## src/rtl/imem_loader_pkg.sv

```systemverilog
// Shared constants and state encoding for the instruction-memory loader.
// Optional checksum trailer is enabled with IMEM_LOADER_CHECKSUM_EN.
package imem_loader_pkg;

  localparam int DEF_INST_W         = 26;
  localparam int DEF_ADDR_W         = 10;
  localparam int DEF_BYTES_PER_WORD = 4;
  localparam int LEN_BYTES          = 2;

  typedef enum logic [2:0] {
    ST_IDLE   = 3'd0,
    ST_LEN_LO = 3'd1,
    ST_LEN_HI = 3'd2,
    ST_DATA   = 3'd3,
    ST_CHECK  = 3'd4,
    ST_RUN    = 3'd5,
    ST_ERR    = 3'd6
  } state_e;

endpackage

```

## src/rtl/imem_loader_if.sv

```systemverilog
// Byte-stream input and instruction-memory write port of the loader.
interface imem_loader_if
  import imem_loader_pkg::*;
#(
  parameter int INST_W = DEF_INST_W,
  parameter int ADDR_W = DEF_ADDR_W
);
  logic              rx_valid;
  logic [7:0]        rx_data;
  logic              rx_ready;
  logic              imem_we;
  logic [ADDR_W-1:0] imem_addr;
  logic [INST_W-1:0] imem_wdata;

  modport slave  (input  rx_valid, rx_data, output rx_ready, imem_we, imem_addr, imem_wdata);
  modport master (output rx_valid, rx_data, input  rx_ready, imem_we, imem_addr, imem_wdata);
endinterface

```

## src/rtl/imem_loader_byte_packer.sv

```systemverilog
// Little-endian byte-to-word assembler; word/flags reflect the byte being accepted
// so the loader can decide on the final byte's edge without an extra cycle.
module byte_packer #(
  parameter int INST_W         = 26,
  parameter int BYTES_PER_WORD = 4
) (
  input  logic              clk,
  input  logic              rst,
  input  logic              clear,
  input  logic              byte_en,
  input  logic [7:0]        byte_in,
  output logic              word_valid,
  output logic              upper_bits_nonzero,
  output logic [INST_W-1:0] word
);
  localparam int IDX_W = (BYTES_PER_WORD > 1) ? $clog2(BYTES_PER_WORD) : 1;
  localparam logic [IDX_W-1:0] LAST_IDX = IDX_W'(BYTES_PER_WORD - 1);

  logic [IDX_W-1:0] idx_q, idx_d;
  logic [31:0]      asm_q, asm_d, merged;

  always_comb begin
    merged                         = asm_q;
    merged[{idx_q, 3'b000} +: 8]   = byte_in;
    word_valid                     = byte_en && (idx_q == LAST_IDX);
    word                           = merged[INST_W-1:0];
    upper_bits_nonzero             = |(merged >> INST_W);
    idx_d                          = idx_q;
    asm_d                          = asm_q;
    if (clear) begin
      idx_d = '0;
      asm_d = '0;
    end else if (byte_en) begin
      // restart from zero so stale bytes never leak into the next word
      idx_d = word_valid ? '0 : idx_q + 1'b1;
      asm_d = word_valid ? '0 : merged;
    end
  end

  always_ff @(posedge clk or negedge rst) begin
    if (!rst) begin
      idx_q <= '0;
      asm_q <= '0;
    end else begin
      idx_q <= idx_d;
      asm_q <= asm_d;
    end
  end
endmodule

```

## src/rtl/imem_loader.sv

```systemverilog
// Length-prefixed program loader: packs bytes into words, writes imem, then releases the core.
// Define IMEM_LOADER_CHECKSUM_EN to require a trailing mod-256 checksum byte over the data.
module imem_loader
  import imem_loader_pkg::*;
#(
  parameter int INST_W         = DEF_INST_W,
  parameter int ADDR_W         = DEF_ADDR_W,
  parameter int BYTES_PER_WORD = DEF_BYTES_PER_WORD
) (
  input  logic            clk,
  input  logic            rst,
  input  logic            start,
  imem_loader_if.slave    bus,
  output logic            core_rst,
  output logic            done,
  output logic            error,
  output logic [ADDR_W:0] words_loaded
);
  localparam int LEN_W = 8 * LEN_BYTES;
  localparam logic [LEN_W:0] MAX_WORDS = {{LEN_W{1'b0}}, 1'b1} << ADDR_W;

  state_e            state_q, state_d;
  logic              rx_ready_q, rx_ready_d;
  logic              we_q, we_d;
  logic [ADDR_W-1:0] addr_q, addr_d;
  logic [INST_W-1:0] wdata_q, wdata_d;
  logic              core_rst_q, core_rst_d;
  logic              done_q, done_d;
  logic              error_q, error_d;
  logic [ADDR_W:0]   wl_q, wl_d;
  logic [LEN_W-1:0]  len_q, len_d;
`ifdef IMEM_LOADER_CHECKSUM_EN
  logic [7:0]        sum_q, sum_d;
`endif

  logic              rx_acc, pk_clear, pk_en, pk_word_valid, pk_upper_nz;
  logic [INST_W-1:0] pk_word;
  logic [LEN_W:0]    len_full;
  logic              img_done, go_err;

  assign rx_acc = bus.rx_valid && rx_ready_q;
  assign pk_en  = rx_acc && (state_q == ST_DATA);

  byte_packer #(.INST_W(INST_W), .BYTES_PER_WORD(BYTES_PER_WORD)) u_packer (
    .clk                (clk),
    .rst                (rst),
    .clear              (pk_clear),
    .byte_en            (pk_en),
    .byte_in            (bus.rx_data),
    .word_valid         (pk_word_valid),
    .upper_bits_nonzero (pk_upper_nz),
    .word               (pk_word)
  );

  always_comb begin
    state_d    = state_q;
    rx_ready_d = rx_ready_q;
    we_d       = 1'b0;
    addr_d     = addr_q;
    wdata_d    = wdata_q;
    core_rst_d = core_rst_q;
    done_d     = done_q;
    error_d    = error_q;
    wl_d       = wl_q;
    len_d      = len_q;
    pk_clear   = 1'b0;
    img_done   = 1'b0;
    go_err     = 1'b0;
    len_full   = {1'b0, bus.rx_data, len_q[7:0]};
`ifdef IMEM_LOADER_CHECKSUM_EN
    sum_d      = sum_q;
`endif

    case (state_q)
      ST_LEN_LO: if (rx_acc) begin
        len_d[7:0] = bus.rx_data;
        state_d    = ST_LEN_HI;
      end
      ST_LEN_HI: if (rx_acc) begin
        len_d = len_full[LEN_W-1:0];
        if (len_full > MAX_WORDS)  go_err   = 1'b1;
        else if (len_full == '0)   img_done = 1'b1;
        else                       state_d  = ST_DATA;
      end
      ST_DATA: begin
        // write cycle: rx is stalled, decide whether more words follow
        if (we_q) begin
          if (LEN_W'(wl_q) == len_q) img_done   = 1'b1;
          else                       rx_ready_d = 1'b1;
        end else if (rx_acc) begin
`ifdef IMEM_LOADER_CHECKSUM_EN
          sum_d = sum_q + bus.rx_data;
`endif
          if (pk_word_valid) begin
            rx_ready_d = 1'b0;
            if (pk_upper_nz) go_err = 1'b1;
            else begin
              we_d    = 1'b1;
              addr_d  = wl_q[ADDR_W-1:0];
              wdata_d = pk_word;
              wl_d    = wl_q + 1'b1;
            end
          end
        end
      end
`ifdef IMEM_LOADER_CHECKSUM_EN
      ST_CHECK: if (rx_acc) begin
        if (bus.rx_data == sum_q) begin
          state_d    = ST_RUN;
          rx_ready_d = 1'b0;
          core_rst_d = 1'b0;
          done_d     = 1'b1;
        end else go_err = 1'b1;
      end
`endif
      default: ;
    endcase

    if (img_done) begin
`ifdef IMEM_LOADER_CHECKSUM_EN
      state_d    = ST_CHECK;
      rx_ready_d = 1'b1;
`else
      state_d    = ST_RUN;
      rx_ready_d = 1'b0;
      core_rst_d = 1'b0;
      done_d     = 1'b1;
`endif
    end
    if (go_err) begin
      state_d    = ST_ERR;
      rx_ready_d = 1'b0;
      error_d    = 1'b1;
      core_rst_d = 1'b1;
    end

    if (start && (state_q == ST_IDLE || state_q == ST_RUN || state_q == ST_ERR)) begin
      state_d    = ST_LEN_LO;
      rx_ready_d = 1'b1;
      core_rst_d = 1'b1;
      done_d     = 1'b0;
      error_d    = 1'b0;
      wl_d       = '0;
      pk_clear   = 1'b1;
`ifdef IMEM_LOADER_CHECKSUM_EN
      sum_d      = '0;
`endif
    end
  end

  always_ff @(posedge clk or negedge rst) begin
    if (!rst) begin
      state_q    <= ST_IDLE;
      rx_ready_q <= 1'b0;
      we_q       <= 1'b0;
      addr_q     <= '0;
      wdata_q    <= '0;
      core_rst_q <= 1'b1;
      done_q     <= 1'b0;
      error_q    <= 1'b0;
      wl_q       <= '0;
      len_q      <= '0;
`ifdef IMEM_LOADER_CHECKSUM_EN
      sum_q      <= '0;
`endif
    end else begin
      state_q    <= state_d;
      rx_ready_q <= rx_ready_d;
      we_q       <= we_d;
      addr_q     <= addr_d;
      wdata_q    <= wdata_d;
      core_rst_q <= core_rst_d;
      done_q     <= done_d;
      error_q    <= error_d;
      wl_q       <= wl_d;
      len_q      <= len_d;
`ifdef IMEM_LOADER_CHECKSUM_EN
      sum_q      <= sum_d;
`endif
    end
  end

  assign bus.rx_ready   = rx_ready_q;
  assign bus.imem_we    = we_q;
  assign bus.imem_addr  = addr_q;
  assign bus.imem_wdata = wdata_q;
  assign core_rst       = core_rst_q;
  assign done           = done_q;
  assign error          = error_q;
  assign words_loaded   = wl_q;
endmodule

```

## src/flat_wrapper.sv

```systemverilog
// flat-port wrapper written by rule: the top's interface ports become plain ports
module imem_loader_flat import imem_loader_pkg::*;
#(
  parameter int INST_W         = DEF_INST_W,
  parameter int ADDR_W         = DEF_ADDR_W,
  parameter int BYTES_PER_WORD = DEF_BYTES_PER_WORD
)
  (clk, rst, start, core_rst, done, error, words_loaded, bus_rx_valid, bus_rx_data, bus_rx_ready, bus_imem_we, bus_imem_addr, bus_imem_wdata);
  imem_loader_if #(.INST_W(INST_W), .ADDR_W(ADDR_W)) bus_i ();
  input  logic clk;
  input  logic rst;
  input  logic start;
  output logic core_rst;
  output logic done;
  output logic error;
  output logic [ADDR_W:0] words_loaded;
  input wire logic [$bits(bus_i.rx_valid)-1:0] bus_rx_valid;
  input wire logic [$bits(bus_i.rx_data)-1:0] bus_rx_data;
  output wire logic [$bits(bus_i.rx_ready)-1:0] bus_rx_ready;
  output wire logic [$bits(bus_i.imem_we)-1:0] bus_imem_we;
  output wire logic [$bits(bus_i.imem_addr)-1:0] bus_imem_addr;
  output wire logic [$bits(bus_i.imem_wdata)-1:0] bus_imem_wdata;
  assign bus_i.rx_valid = bus_rx_valid;
  assign bus_i.rx_data = bus_rx_data;
  assign bus_rx_ready = bus_i.rx_ready;
  assign bus_imem_we = bus_i.imem_we;
  assign bus_imem_addr = bus_i.imem_addr;
  assign bus_imem_wdata = bus_i.imem_wdata;
  imem_loader #(.INST_W(INST_W), .ADDR_W(ADDR_W), .BYTES_PER_WORD(BYTES_PER_WORD)) u_core (.clk(clk), .rst(rst), .start(start), .bus(bus_i), .core_rst(core_rst), .done(done), .error(error), .words_loaded(words_loaded));
endmodule
```

## config.mk

```make
export PLATFORM = sky130hd
export DESIGN_NAME = imem_loader_flat
export DESIGN_NICKNAME = d
export VERILOG_FILES = /design/src/rtl/imem_loader_pkg.sv /design/src/rtl/imem_loader_if.sv /design/src/rtl/imem_loader_byte_packer.sv /design/src/rtl/imem_loader.sv /design/src/flat_wrapper.sv
export SDC_FILE = /design/constraint.sdc
export NUM_CORES = 1
export LEC_CHECK = 0
export ABC_AREA = 1
export BUFFER_PORTS_ARGS = -buffer_cell sky130_fd_sc_hd__clkbuf_2
export CORE_ASPECT_RATIO = 0.9
export CORE_MARGIN = 2
export CORE_UTILIZATION = 35
export CTS_BUF_LIST = sky130_fd_sc_hd__clkbuf_4 sky130_fd_sc_hd__clkbuf_8
export DETAILED_ROUTE_END_ITERATION = 10
export PLACE_DENSITY = 0.62
export SLEW_MARGIN = 20
export SYNTH_ARGS = -nofsm -noshare
export SYNTH_HDL_FRONTEND = slang
export SYNTH_HIERARCHICAL = 1
export SYNTH_SLANG_ARGS = --single-unit
```

## constraint.sdc

```tcl
create_clock -name clk -period 7.3 [get_ports clk]
set_clock_uncertainty 0.05 [all_clocks]
set_input_delay 0.365 -clock clk [delete_from_list [all_inputs] [get_ports clk]]
set_output_delay 0.365 -clock clk [all_outputs]
set_load 0.03 [all_outputs]
```

==> results of run 1 <==
-- cell usage after synthesis --
| cell | n | area (sq um) |
|---|---|---|
| nand3_2 | 4 | 40.0 |
| a31oi_1 | 1 | 6.26 |
| nand3_1 | 26 | 130 |
| buf_4 | 3 | 22.5 |
| nor2_4 | 2 | 22.5 |
| nand4_4 | 2 | 42.5 |
| nand2_2 | 1 | 6.26 |
| o21ai_0 | 37 | 185 |
| o22ai_2 | 2 | 25.0 |
| nor3_4 | 1 | 16.3 |
| o21ai_1 | 12 | 60.1 |
| nor3_1 | 12 | 60.1 |
| nand3b_1 | 2 | 15.0 |
| nor2_1 | 38 | 143 |
| xor2_1 | 2 | 17.5 |
| ha_1 | 6 | 75.1 |
| clkbuf_1 | 6 | 22.5 |
| inv_1 | 76 | 285 |
| buf_2 | 11 | 55.1 |
| a21oi_1 | 7 | 35.0 |
| nand2_1 | 314 | 1180 |
| a211oi_1 | 1 | 7.51 |
| clkbuf_2 | 1 | 5.00 |
| nand3_4 | 1 | 17.5 |
| o21a_1 | 1 | 7.51 |
| inv_4 | 1 | 6.26 |
| nor4_1 | 3 | 18.8 |
| o21ai_2 | 9 | 78.8 |
| dfstp_2 | 1 | 26.3 |
| nand4_1 | 8 | 50.1 |
| o22ai_1 | 6 | 37.5 |
| nand3b_2 | 1 | 11.3 |
| buf_6 | 1 | 11.3 |
| nor2_2 | 1 | 6.26 |
| dfrtp_1 | 104 | 2600 |
| inv_2 | 4 | 15.0 |
-- cell families after synthesis --
kind of cell	after synthesis
AO/OA/AOI/OAI	76
XOR/XNOR	2
adder cells (fa/ha/maj)	6
buffers and inverters	103
flip-flops	105
AND/OR/NAND/NOR	416
-- cell type report --
cell class | instances | area, sq um | area share
repair buffers | 66 | 343 | 0.0565
well taps | 198 | 248 | 0.0408
clock inverters | 4 | 98.8 | 0.0163
clock buffers | 11 | 145 | 0.0239
flip-flops and latches | 105 | 2630 | 0.433
inverters | 81 | 307 | 0.0505
multi-input cells | 500 | 2300 | 0.379
-- repair_timing --
item / CTS / global route
endpoints found under the hold margin: 43 / 0
buffers inserted: 0 / 0
hold buffers: 1 / 0
-- worst max-delay path, cell delays in order (launching register included) --
cell,delay (ps)
dfrtp_1,530
inv_1,330
ha_1,290
inv_1,260
nand3_1,210
o21ai_1,90
nor2_1,100
nand3_1,100
inv_1,110
nand3_4,490
inv_2,650
a31oi_1,150
nor3_1,160
-- report_power, final --
group | switching [mW] | total, mW | internal (mW)
logic | 0.0227 | 0.0287 | 0.00606
registers | 0 | 0.581 | 0.581
clock network | 0.196 | 0.436 | 0.241
total | 0.218 | 1.05 | 0.828
-- through the flow --
step / instances / utilization / total power, mW / worst slack, ps
final: 965 / 0.409 / 1.05 / 3670
after CTS: 965 / 0.409 / 1.06 / 3640
after global placement: 949 / 0.392 / 0.622 / 3740
after detailed placement: 949 / 0.392 / 0.622 / 3690
after global routing: 965 / 0.409 / 1.08 / 3260
after floorplan: 708 / - / 0.600 / 4950
-- registers in the layout, indices dropped and copies added (netlist names) --
register,count
u_core/u_packer/asm_q,32
u_core/bus.imem_wdata,26
u_core/len_q,16
u_core/words_loaded,11
u_core/bus.imem_addr,10
u_core/state_q,3
u_core/u_packer/idx_q,2
u_core/bus.imem_we,1
u_core/bus.rx_ready,1
u_core/core_rst,1
u_core/done,1
u_core/error,1
-- worst paths after layout --
check                                             to                       from  cells past startpoint  slack, ps
min in group asynchronous    u_core/bus.imem_addr[6]                        rst                      2        460
setup / recovery              u_core/words_loaded[6]   u_core/u_packer/idx_q[0]                     12       3670
max in group asynchronous  u_core/bus.imem_wdata[23]                        rst                      3       5530
setup reg to reg              u_core/words_loaded[6]   u_core/u_packer/idx_q[0]                     12       3670
hold reg to reg            u_core/bus.imem_wdata[21]  u_core/bus.imem_wdata[21]                      2        430
hold / removal                       u_core/len_q[4]             bus_rx_data[4]                      3        320
-- per-layer routing --
metal | global-route usage | vias to the layer above
li1 | - | 2326
met1 | 0.249 | 2090
met2 | 0.260 | 116
met3 | 0.0334 | 19
met4 | 0.0441 | 0
met5 | 0 | -
==> metrics, run 1 <==
post-CTS sizing 0; Die Y-Extent around 120 um; Buffers on Ports between 60 and 70; Ant. Diodes 0; Ys Warns 6; Synth Area in Simple Gates 0.329; Initial Util 0.361; Iter 0 DRT Violations 370; largest net degree at the start of global routing 62; Synth Area in Adders 0.0140; design area just over 0.006 sq mm; H-tree depth 3; Max Cap Violations 0; first-pass GRT wire length approximately 22000 um; Max FO, Critical Path 53; Die Span X 134 um; Area Overhead vs Synth 13.5%; cell leakage power 3.34 nW; Reg clk slew, reported paths roughly 100 ps; most common cell after layout, fill and taps aside nand2_1; row cnt 42; data required time of the worst path approximately 7500 ps; largest family of logic cells by synthesized area simple AND/OR/NAND/NOR gates; Final Hold Viols 0; crit start category flip-flop; clk_lat worst skew 370 ps; synthesized netlist cell count between 700 and 800; commonest cells after routing, fill and taps aside 314 x nand2_1, 104 x dfrtp_1, 76 x inv_1; CTS max path bufs 2; Mapped Nets between 700 and 800; Seq/Total Area, Yosys 0.492; met3 WL 645 um; Clock Sink Count roughly 110; DR vias ~4600; synth unique cells 36; mapped cell area around 0.0053 sq mm; Placer Congestion slightly above 0.9; DR top layer met4; Final #Nets between 700 and 800; Avg Cell Area, Syn between 7 and 8 sq um; fin crit period around 3600 ps; WL final 13100 um; slew margin rel. 0.327; Fin Setup TNS 0 ps; Crit Path Class flip-flop to flip-flop; post-synthesis mux area share 0; final routed DRC violation total 0; vias in the first global route 4353; antenna violations before repair 0; Die Area 0.0163 sq mm; period utilisation layout 0.498; number of iterations in the first detailed-routing pass 5; Root Driver clkbuf_8; synthesized flop and latch total 105; Top Ports 64; Final ANT Viol Nets 0; Via density between 4 and 5; Max Fclk between 200 and 300 MHz; worst endpoint data arrival time around 3900 ps; Avg WL per Cell between 10 and 15 um; Final HPWL DP 9270 um; Post-Route M1 WL roughly 6600 um; Max IR drop VDD 0.000120 V; layout cell share with drive strength beyond 1 0.145; gr usage total 0.171; CTS tree done; Core Footprint between 0.01 and 0.015 sq mm; min-delay worst type input pin to flip-flop; Placed Area slightly below 0.006 sq mm; # fillers ~1600; met2 wire len approximately 5600 um; Final Max Slew Viols 0; Synth Area in Compound Gates 0.0829; final setup vio count 0; CP Capture Type flip-flop; Power Dens Cells approximately 170 mW/mm^2; Least-Margin Pin Slew roughly 1000 ps; status finished, final reports clean; Synth Area in XOR/XNOR 0.00328; unrepaired setup endpoints after global routing false; gr ovfl total 0; Hold WS approximately 320 ps; clock buffer count from CTS 9
(Power assumes the default switching activity.)
==> run 2, diff against run 1 <==
ABC_AREA = 0   (was 1)
PLACE_DENSITY = 0.64   (was 0.62)
clock period = 3.2 ns   (was 7.3 ns; I/O delays follow)
==> run 2 against run 1 <==
Against the previous run:
- sequential power grew to 3.1 times the previous value
- die area shrank 8.6%
- via count decreased by 17%
- worst hold slack worse by 260 ps
- maximum frequency is 20% higher
- final area decreased by 7.4%
- critical path type unchanged
==> metrics, run 2 <==
Max IR drop VDD 0.000248 V (+110%); Via density 5.28 (+12%); Final Hold Viols 0 (unchanged); # fillers 1306 (-16%); Die Y-Extent 116 um (-4.4%); CP startpoint u_core/u_packer/idx_q[0]; vias in the first global route 3669 (-16%); crit start category flip-flop; clk_lat worst skew 380 ps (about the same); Final ANT Viol Nets 0 (unchanged); Die Span X 128 um (-4.4%); Power Dens Cells 700 mW/mm^2 (+310%); WL final 11600 um (-11%); worst hold endpoint u_core/state_q[1]; Reg clk slew, reported paths 110 ps (about the same); Seq/Total Area, Yosys 0.540 (+0.0480); most common cell after layout, fill and taps aside nand2_1; Avg Cell Area, Syn 10.1 sq um (+34%); Crit Path Class flip-flop to flip-flop; data required time of the worst path 3430 ps (-4110 ps); commonest cells after routing, fill and taps aside 127 x nand2_1, 104 x dfrtp_1, 62 x clkbuf_2; asr flop ratio synth 1.00 (unchanged); Reg2Reg Depth 10 (-2); Avg WL per Cell 16.2 um (+19%); Final #Nets 562 (-28%); gr ovfl total 0 (unchanged); max reg flops 32 (unchanged); period utilisation layout 0.942 (+0.445); Placer Congestion 0.822 (-9.2%); layout cell share with drive strength beyond 1 0.217 (+0.0720); worst endpoint data arrival time 3250 ps (-630 ps); cell leakage power 2.77 nW (-17%); number of iterations in the first detailed-routing pass 5 (unchanged); Least-Margin Pin Slew 964 ps (-44.6 ps); Root Driver clkbuf_8; Top reg by flops u_core/u_packer/asm_q; Max Fclk 332 MHz (+20%); Worst Setup Slack, final 185 ps (-3480 ps); min-delay worst type input pin to flip-flop; Core Footprint 0.0135 sq mm (-9.2%); mapped cell area 0.00487 sq mm (-8.9%); worst reg2reg startpoint u_core/u_packer/idx_q[0]; DR vias 3789 (-17%); synth unique cells 52 (+44%); CP Capture Type flip-flop; first-pass GRT wire length 18800 um (-15%); clock buffer count from CTS 9 (unchanged); unrepaired setup endpoints after global routing false; final core utilization 0.417 (+0.00806); Mapped Nets 499 (-31%); final routed DRC violation total 0 (unchanged); Fin Setup TNS 0 ps (unchanged); Max FO, Critical Path 30 (-43%); CTS max path bufs 2 (unchanged); setup slack, reg-to-reg 180 ps (-3480 ps); number of enable flip-flop cells after synthesis 0 (unchanged); Die Area 0.0149 sq mm (-8.6%); CTS tree done; synth cell count leaders 127 x nand2_1, 104 x dfrtp_1, 22 x a32o_1, 22 x nor2_1, 19 x inv_1; Reg area 0.00263 sq mm (unchanged); Final Max Slew Viols 0 (unchanged); Hold Crit Depth 4 (+1); synthesized flop and latch total 105 (unchanged); R2R Path End u_core/words_loaded[8]; count leader, synth nand2_1; hold wc startpoint start; row cnt 40 (-4.8%); Initial Util 0.362 (+0.00102); largest net degree at the start of global routing 55 (-11%); gr usage total 0.162 (-0.00851); final setup vio count 0 (unchanged); H-tree depth 3 (unchanged); status finished, final reports clean; Max Cap Violations 0 (unchanged); Area Overhead vs Synth 15.4%; pre-CTS WS 189 ps (-3500 ps); post-CTS sizing 0 (unchanged); slew margin rel. 0.356 (+0.0288); Post-synth top flop dfrtp_1; largest area contributor in the netlist dfrtp_1; Synth area leaders dfrtp_1 53%, nand2_1 9.8%, a32o_1 4.5%; Synth top area share 0.534 (+0.0475); Clock Sink Count 105 (unchanged); Buffers on Ports 63 (unchanged); antenna violations before repair 0 (unchanged); area taken by multi-input logic gates 0.00204 sq mm (-11%); synthesized netlist cell count 481 (-32%); Final HPWL DP 7940 um (-14%); fin crit period 3020 ps (-616 ps); Ant. Diodes 0 (unchanged); Ys Warns 6 (unchanged); Iter 0 DRT Violations 262 (-29%); Top Ports 64 (unchanged)
## run 2: cell count changes after synthesis, sizes merged, moves of 7 or more
cell    before  now
a22o         0   17
inv         81   21
xnor2        0   16
o21ai       58   15
nor2        41   24
a32o         0   24
nand2      315  127
mux2         0   16
clkbuf       7   15
o22ai        8    1
and2         0    9
nand3       31    6
## run 2: worst max path at each step
stage,cells after the start,slack (ps),to
after global routing,10,9,u_core/words_loaded[7]
after floorplan,11,330,u_core/bus.imem_addr[2]
after CTS,10,200,u_core/words_loaded[7]
after detailed placement,10,190,u_core/words_loaded[8]
final,10,180,u_core/words_loaded[8]
after global placement,10,290,u_core/words_loaded[9]
## run 2: through the flow
stage	power, mW	area, sq um	hold WS (ps)	instances
finish	3.93	5620	58.2	717
global route	4.17	5620	50.1	717
CTS	3.96	5620	47.2	717
detailed placement	3.03	5380	205	700
global placement	2.99	5380	200	700
floorplan	2.70	4870	-186	481
## run 2: repair_timing
item,4_1_cts,5_1_grt
hold buffers,1,0
endpoints found under the hold margin,52,0
buffers inserted,0,0
## run 2: cell families after synthesis
| family | synth area share |
|---|---|
| AOI/OAI and AO/OA | 0.134 |
| and+or+nand+nor | 0.196 |
| muxes | 0.0370 |
| DFF | 0.540 |
| xor gates and xnor gates | 0.0360 |
| buffers and inverters | 0.0419 |
| adders and majority gates | 0.0154 |
## run 2: worst max-delay path, cell delays in order (launching register included)
cell      delay, ps
dfrtp_1         430
inv_1           120
ha_1            380
nand2b_1        170
nor4_1           70
a311o_1         350
or4_1           590
buf_4           260
nor3_1          290
xnor2_1         150
nor2_1           60
## run 2: where the power goes
part | internal (mW) | switching (mW)
logic | 0.512 | 0.685
clock network | 0.448 | 0.478
registers | 1.61 | 0.204
## run 2: final cells by class
type / instances / area share
clock inverter: 7 / 0.0185
inverter: 21 / 0.0140
timing repair buffer: 76 / 0.0766
multi-input combinational: 331 / 0.364
clock buffer: 9 / 0.0220
sequential: 105 / 0.468
tap: 168 / 0.0374
## run 2: metal layers
metal	vias up	global-route usage	wire [um]
met5	-	0	0
met4	0	0.0579	212
met3	22	0.0369	583
met2	103	0.251	5320
met1	1877	0.224	5500
li1	1787	-	-
